<file path="src/rtl/chk_event_fifo.sv">
// Synchronous event FIFO; a push into a full FIFO succeeds only alongside a pop.
module chk_event_fifo #(
    parameter int DW    = 10,
    parameter int DEPTH = 4
) (
    input  logic          clk,
    input  logic          reset,
    input  logic          push,
    input  logic          pop,
    input  logic [DW-1:0] din,
    output logic [DW-1:0] dout,
    output logic          full,
    output logic          empty
);

    localparam int AW = $clog2(DEPTH);

    logic [DW-1:0] mem [DEPTH];
    logic [AW:0]   wr_ptr;
    logic [AW:0]   rd_ptr;
    logic          do_push;
    logic          do_pop;

    assign empty   = (wr_ptr == rd_ptr);
    assign full    = (wr_ptr[AW] != rd_ptr[AW]) &&
                     (wr_ptr[AW-1:0] == rd_ptr[AW-1:0]);
    assign do_pop  = pop && !empty;
    assign do_push = push && (!full || pop);
    assign dout    = empty ? '0 : mem[rd_ptr[AW-1:0]];

    always_ff @(posedge clk or negedge reset) begin
        if (!reset) begin
            wr_ptr <= '0;
            rd_ptr <= '0;
            for (int i = 0; i < DEPTH; i++) mem[i] <= '0;
        end else begin
            if (do_push) begin
                mem[wr_ptr[AW-1:0]] <= din;
                wr_ptr <= wr_ptr + 1'b1;
            end
            if (do_pop) rd_ptr <= rd_ptr + 1'b1;
        end
    end

endmodule

</file>
<file path="config.mk">
export PLATFORM = sky130hd
export DESIGN_NAME = chk_event_fifo
export DESIGN_NICKNAME = d
export VERILOG_FILES = /design/src/rtl/chk_event_fifo.sv
export SDC_FILE = /design/constraint.sdc
export NUM_CORES = 1
export LEC_CHECK = 0
export ABC_AREA = 1
export ABC_CLOCK_PERIOD_IN_PS = 1300
export CORE_MARGIN = 8
export CORE_UTILIZATION = 51
export DETAILED_ROUTE_END_ITERATION = 10
export PLACE_DENSITY_LB_ADDON = 0.2
export SYNTH_ARGS = -nofsm -noshare
export SYNTH_HDL_FRONTEND = slang
export SYNTH_SLANG_ARGS = --single-unit
</file>
<file path="constraint.sdc">
create_clock -name clk -period 1.3 [get_ports clk]
set_input_delay 0.195 -clock clk [delete_from_list [all_inputs] [get_ports clk]]
set_output_delay 0.195 -clock clk [all_outputs]
set_load 0.005 [all_outputs]
</file>
# [Yosys cells after proc, flatten, opt, wreduce, memory -nomap -nowiden]
# Cells that the tools add are included.
# W data, S select, Z words.
[word_totals] reg_bits=46 in_bits=14 output_inout_bits=12 elab_cells=30
[op_classes] addsub=2 magnitude_cmp=3 eq_ne=3 muxes=7 bitwise=2 reduce_logical=7
[op_table] cell="$bwmux W40" count=1
[op_table] cell="$mux W10" count=4
[op_table] cell="$bmux W10 S2" count=1
[op_table] cell="$demux W10 S2" count=1
[op_table] cell="$add A3 B1 Y3 const B" count=2
[op_table] cell="$ge A3 B3 Y1 const B" count=2
[op_table] cell="$not A2 Y3" count=2
[op_table] cell="$logic_and A1 B1 Y1" count=4
[op_table] cell="$eq A3 B3 Y1" count=1
[op_table] cell="$lt A3 B1 Y1 const B" count=1
[op_table] cell="$eq A2 B2 Y1" count=1
[op_table] cell="$logic_not A1 Y1" count=2
[op_table] cell="$logic_or A1 B1 Y1" count=1
[op_table] cell="$ne A1 B1 Y1" count=1

# [Depth between registers and ports, before layout]
[logic_depth] ltp_word=6 ltp_mapped=8 depth_no_buf=7

# [Worst setup path after synthesis]
# OpenSTA, ideal clock, no wires.
[synth_path] path_kind="flip-flop to flip-flop" from="register wr_ptr[0]" to="register mem[14] (netlist name)" setup_time_ps=117 arrival_time_ps=1197 required_ps=1183 slack_ps=-14 stages_incl_launch_ff=7 n_path_buf=2 synth_period_minus_slack_ps=1314 path_cell_list="dfrtp_1 -> xnor2_1 -> nand4_1 -> buf_6 -> buf_6 -> nand4_1 -> nand2_1"
[synth_between] elab_chain_cells=6 word_cells_on_any_way=12 cone_classes="order compare: 2; eq/ne: 1; mux: 3; bitwise: 1; reduce/logical: 5"
[synth_rtl] element="start, declared" line_no="19" rtl="logic [AW:0] wr_ptr;"
[synth_rtl] element="start signal, assigned" line_no="39" rtl="wr_ptr <= wr_ptr + 1'b1;"
[synth_rtl] element="$not A2 Y3 (not written as such)" line_no="38" rtl="mem[wr_ptr[AW-1:0]] <= din;"
[synth_rtl] element="$ge A3 B3 Y1 (not written as such) or $lt A3 B1 Y1 (tied branches)" line_no="38"
[synth_rtl] element="$logic_and A1 B1 Y1 (not written as such)" line_no="38"
[synth_rtl] element="$mux W10 (not written as such)" line_no="38"
[synth_rtl] element="$demux W10 S2" line_no="38"
[synth_rtl] element="$bwmux W40" line_no="38"
[synth_rtl] element="end signal, assigned by index" line_no="38"
[synth_rtl] element="end, declared" line_no="18" rtl="logic [DW-1:0] mem [DEPTH];"
# Parallel ways exist; a longest one is shown, timed or not.
# A chain may end at the register's enable or synchronous reset.

# [Worst setup path after layout]
[layout_path] from="register rd_ptr[0]" to="output port dout[0]"
[layout_between] elab_chain_cells=5 word_cells_on_any_way=6 cone_classes="eq/ne: 1; mux: 4; bitwise: 1"
[layout_rtl] element="start, declared" line_no="20" rtl="logic [AW:0] rd_ptr;"
[layout_rtl] element="start signal, assigned" line_no="41" rtl="if (do_pop) rd_ptr <= rd_ptr + 1'b1;"
[layout_rtl] element="$not A2 Y3 (not written as such)" line_no="29" rtl="assign dout = empty ? '0 : mem[rd_ptr[AW-1:0]];"
[layout_rtl] element="$bmux W10 S2" line_no="29"
[layout_rtl] element="$mux W10 (not written as such) (2 in series)" line_no="29"
[layout_rtl] element="$mux W10 (*)" line_no="29"
[layout_rtl] element="end, declared" line_no="11" rtl="output logic [DW-1:0] dout,"
# Every way passes the cells marked *; elsewhere a longest branch is shown, timed or not. The select of a mux whose other input is x is not followed.

==> impl_metrics.py <==
metrics = {
    "yosys": {
        "seq_area_frac_synth": 0.474,
        "synth_top_family_by_area": "simple AND/OR/NAND/NOR gates",
        "async_reset_ff_frac": 1.00,
        "synthAdderAreaFrac": 0.0257,
        "synth_compound_area_frac": 0.0690,
        "synth_xor_area_frac": 0.00721,
        "synthMuxAreaShare": 0,
        "yosysTopAreaCellShare": 0.474,
        "avgSynthCellArea_um2": 7.97,
        "syn-num-nets": 324,
        "netlist_instances": 305,
        "synth_edf_count": 0,
        "ys_ff_latch": 46,
        "yosys.area_share.simple": 0.344,
        "synth-main-ff-cell": "dfrtp_1",
        "synth_area_mm2": 0.00243,
        "yosys_warnings": 0,
        "synth_common_cells": "109 x nand2_1, 46 x dfrtp_1, 43 x nand4_1, 21 x o21ai_0, 20 x nor2_1",
        "synth.area.top_cells": "dfrtp_1 47%, nand2_1 17%, nand4_1 11%",
        "synth_cell_type_count": 16,
        "yosysTopAreaCell": "dfrtp_1",
        "synth_most_common_cell": "nand2_1",
    },
    "finish": {
        "diodes": 0,
        "fillCellCount": 270,
        "fin_cells": 439,
        "area_delta_synth_final_pct": 53.2,
        "nets": 403,
        "drive_above_1_share": 0.423,
        "final_area_mm2": 0.00372,
    },
    "timing": {
        "worst_clock_skew_ps": 9.46,
        "fin_crit_sh": 1.53,
        "worst_slack_ps": -688,
        "max_slew_margin": 0.685,
        "timing.fmax_ghz": 0.503,
        "hold_viol_final": 0,
        "setup_viol": 58,
        "tns_ps": -25920,
        "rsz0062_at_grt": "true",
        "worst_pin_slew_ps": 468,
        "maxSlewViolCount": 0,
        "fin_crit_ps": 1990,
    },
    "routing": {
        "met1_length_um": 3470,
        "ant_nets": 0,
        "drc_errors": 0,
        "drt_iter0_markers": 297,
        "routed.top_layer": "met4",
        "wl_per_cell_um": 20.2,
        "met2WireLength_um": 4300,
        "firstDrtPassIters": 5,
        "wl_met3_um": 759,
        "vias": 2651,
        "wl_um": 8880,
        "vias_per_cell": 6.04,
    },
    "min_path": {
        "hp-class": "primary input to asynchronous set/reset pin",
    },
    "worst_setup_path": {
        "r2r-start": "wr_ptr[1]$_DFFE_PN0P_",
        "critical_path_class": "flip-flop to primary output",
        "slowest_delay_ps": 470,
        "crit_chain": "buf_6 -> o21ai_0 -> o22ai_1 -> nand2_4 -> inv_2 -> buf_6",
        "slowest_stage": "dfrtp_2",
        "r2r-end": "mem[24]$_DFFE_PN0P_",
        "crit_required_ps": 1110,
        "r2r_slack_ps": -480,
        "crit_fanout": 10,
        "arrival_ps": 1790,
        "crit_buf_inv": 3,
        "cp_common_cell": "buf_6",
        "end_kind": "primary output",
        "r2r_cells": 12,
        "cp-start-kind": "flip-flop",
        "crit_family": "compound AO/OA/AOI/OAI gates",
        "crit_path_start": "rd_ptr[0]$_DFFE_PN0P_",
    },
    "global_routing": {
        "first_global_vias": 2525,
        "antenna_found_initial": 0,
        "grt_max_degree": 51,
        "grt_use_total": 0.222,
        "grt_pass1_wl_um": 12700,
        "grt_overflow": 0,
    },
    "placed_design": {
        "finalWeightedCongestion": 0.815,
        "hpwl_um": 4500,
        "post-place-ws_ps": -455,
        "port_buffers": 25,
        "dp_cells": 402,
        "place_area_mm2": 0.00295,
    },
    "cts": {
        "h-tree-depth": 2,
        "numCtsBuffers": 5,
        "cts_tree": "built",
        "cts_buffer_depth": 2,
        "clock_sinks": 46,
        "cts-root-buf": "clkbuf_8",
        "clock_latency_ps": 300,
        "clk_pin_slew_ps": 90,
    },
    "power_and_ir_drop": {
        "p_sw_frac": 0.434,
        "power.static_leakage_nw": 1.87,
        "power_density_mw_per_mm2": 2790,
        "seqPwrFrac": 0.265,
        "netSwitchingPower_w": 0.00451,
        "vdd_drop_max_uv": 1320,
        "finalPower_w": 0.0104,
        "pwr-share-comb": 0.646,
        "internal_power_w": 0.00588,
        "p_clk_frac": 0.089,
    },
    "run": {
        "maxCapViolCount": 0,
    },
    "floorplan": {
        "num_io_pins": 26,
        "start_util": 0.521,
        "dieArea_mm2": 0.00723,
        "die_y_um": 85.0,
        "fp.dieW_um": 85.0,
        "core_mm2": 0.00466,
        "rows": 25,
    },
    "outcome": {
        "violations": "negative setup slack",
        "status": "finished with violations",
    },
}
-- worst max-delay path by stage --
stage	depth (start not counted)	endpoint	slack (ps)
finish	6	dout[0]	-690
global route	8	dout[0]	-700
CTS	10	dout[1]	-520
detailed placement	6	dout[0]	-450
global placement	6	dout[9]	-390
floorplan	6	mem[14]$_DFFE_PN0P_	-10
-- kinds of logic after synthesis --
kind of cell / count (synthesis)
XOR/XNOR: 2
buffers and inverters: 40
flip-flops: 46
adder cells (fa/ha/maj): 5
AO/OA/AOI/OAI: 31
AND/OR/NAND/NOR: 181
-- through the flow --
stage	hold WS, ps	utilization
finish	404	0.799
global route	438	0.799
CTS	374	0.751
detailed placement	196	0.633
global placement	195	0.633
floorplan	-101	-
-- final cells by class --
class / count / area [um^2] / area share
Clock buffer: 7 / 86.3 / 0.0232
Sequential cell: 46 / 1150 / 0.309
Multi-Input combinational cell: 222 / 1380 / 0.371
Inverter: 18 / 70.1 / 0.0188
Clock inverter: 1 / 5.00 / 0.00134
Timing Repair Buffer: 91 / 960 / 0.258
Tap cell: 54 / 67.6 / 0.0181
-- layer usage --
layer | global-route usage | up-vias
met2 | 0.361 | 171
met4 | 0.115 | 0
li1 | - | 1192
met1 | 0.273 | 1251
met3 | 0.0415 | 37
met5 | 0 | -
-- worst register-to-register path, delay by kind of cell (launching register included) --
kind                   cells  cell delay [ps]
and+or+nand+nor            6              490
DFF                        1              440
buffers and inverters      6              760
-- cell usage in the layout, fill, tap and decap left out --
cell type / n
nor2_4: 1
clkbuf_8: 6
nand3_2: 2
buf_12: 4
inv_1: 9
nand3_1: 2
nor2_1: 18
buf_6: 27
buf_4: 34
dfrtp_2: 1
buf_8: 4
ha_2: 1
xnor2_1: 1
ha_1: 4
buf_2: 5
dlygate4sd3_1: 1
clkinv_2: 1
dfrtp_1: 45
clkbuf_2: 1
o21ai_0: 14
clkdlybuf4s50_1: 11
nor2_2: 1
nand2_4: 11
buf_16: 4
xnor2_2: 1
nand4_1: 43
and3_4: 1
o22ai_1: 8
clkbuf_1: 1
inv_4: 1
inv_2: 8
o21ai_1: 5
nand3_4: 7
o21ai_2: 2
nand2_1: 60
nand2_2: 38
o22ai_2: 2
-- power by group through the flow --
stage | Combinational, W | Sequential [W] | Clock (W)
finish | 0.00671 | 0.00276 | 0.000920
global route | 0.00718 | 0.00280 | 0.000966
CTS | 0.00552 | 0.00259 | 0.000908
detailed placement | 0.00440 | 0.00256 | 0
global placement | 0.00428 | 0.00256 | 0
floorplan | 0.00246 | 0.00242 | 0
-- flip-flops by register name, indices dropped and copies added, names as in the netlist --
name / count
mem: 40
rd_ptr: 3
wr_ptr: 3
-- timing repair --
item | 4_1_cts | 5_1_grt
pin swaps | 24 | 18
setup buffers | 16 | 4
hold buffers | 1 | 0
endpoints found under the hold margin | 46 | 0
gates cloned | 10 | 0
setup endpoints to repair | 58 | 58
resized for setup | 118 | 67
Power figures use the tool's default switching activity.
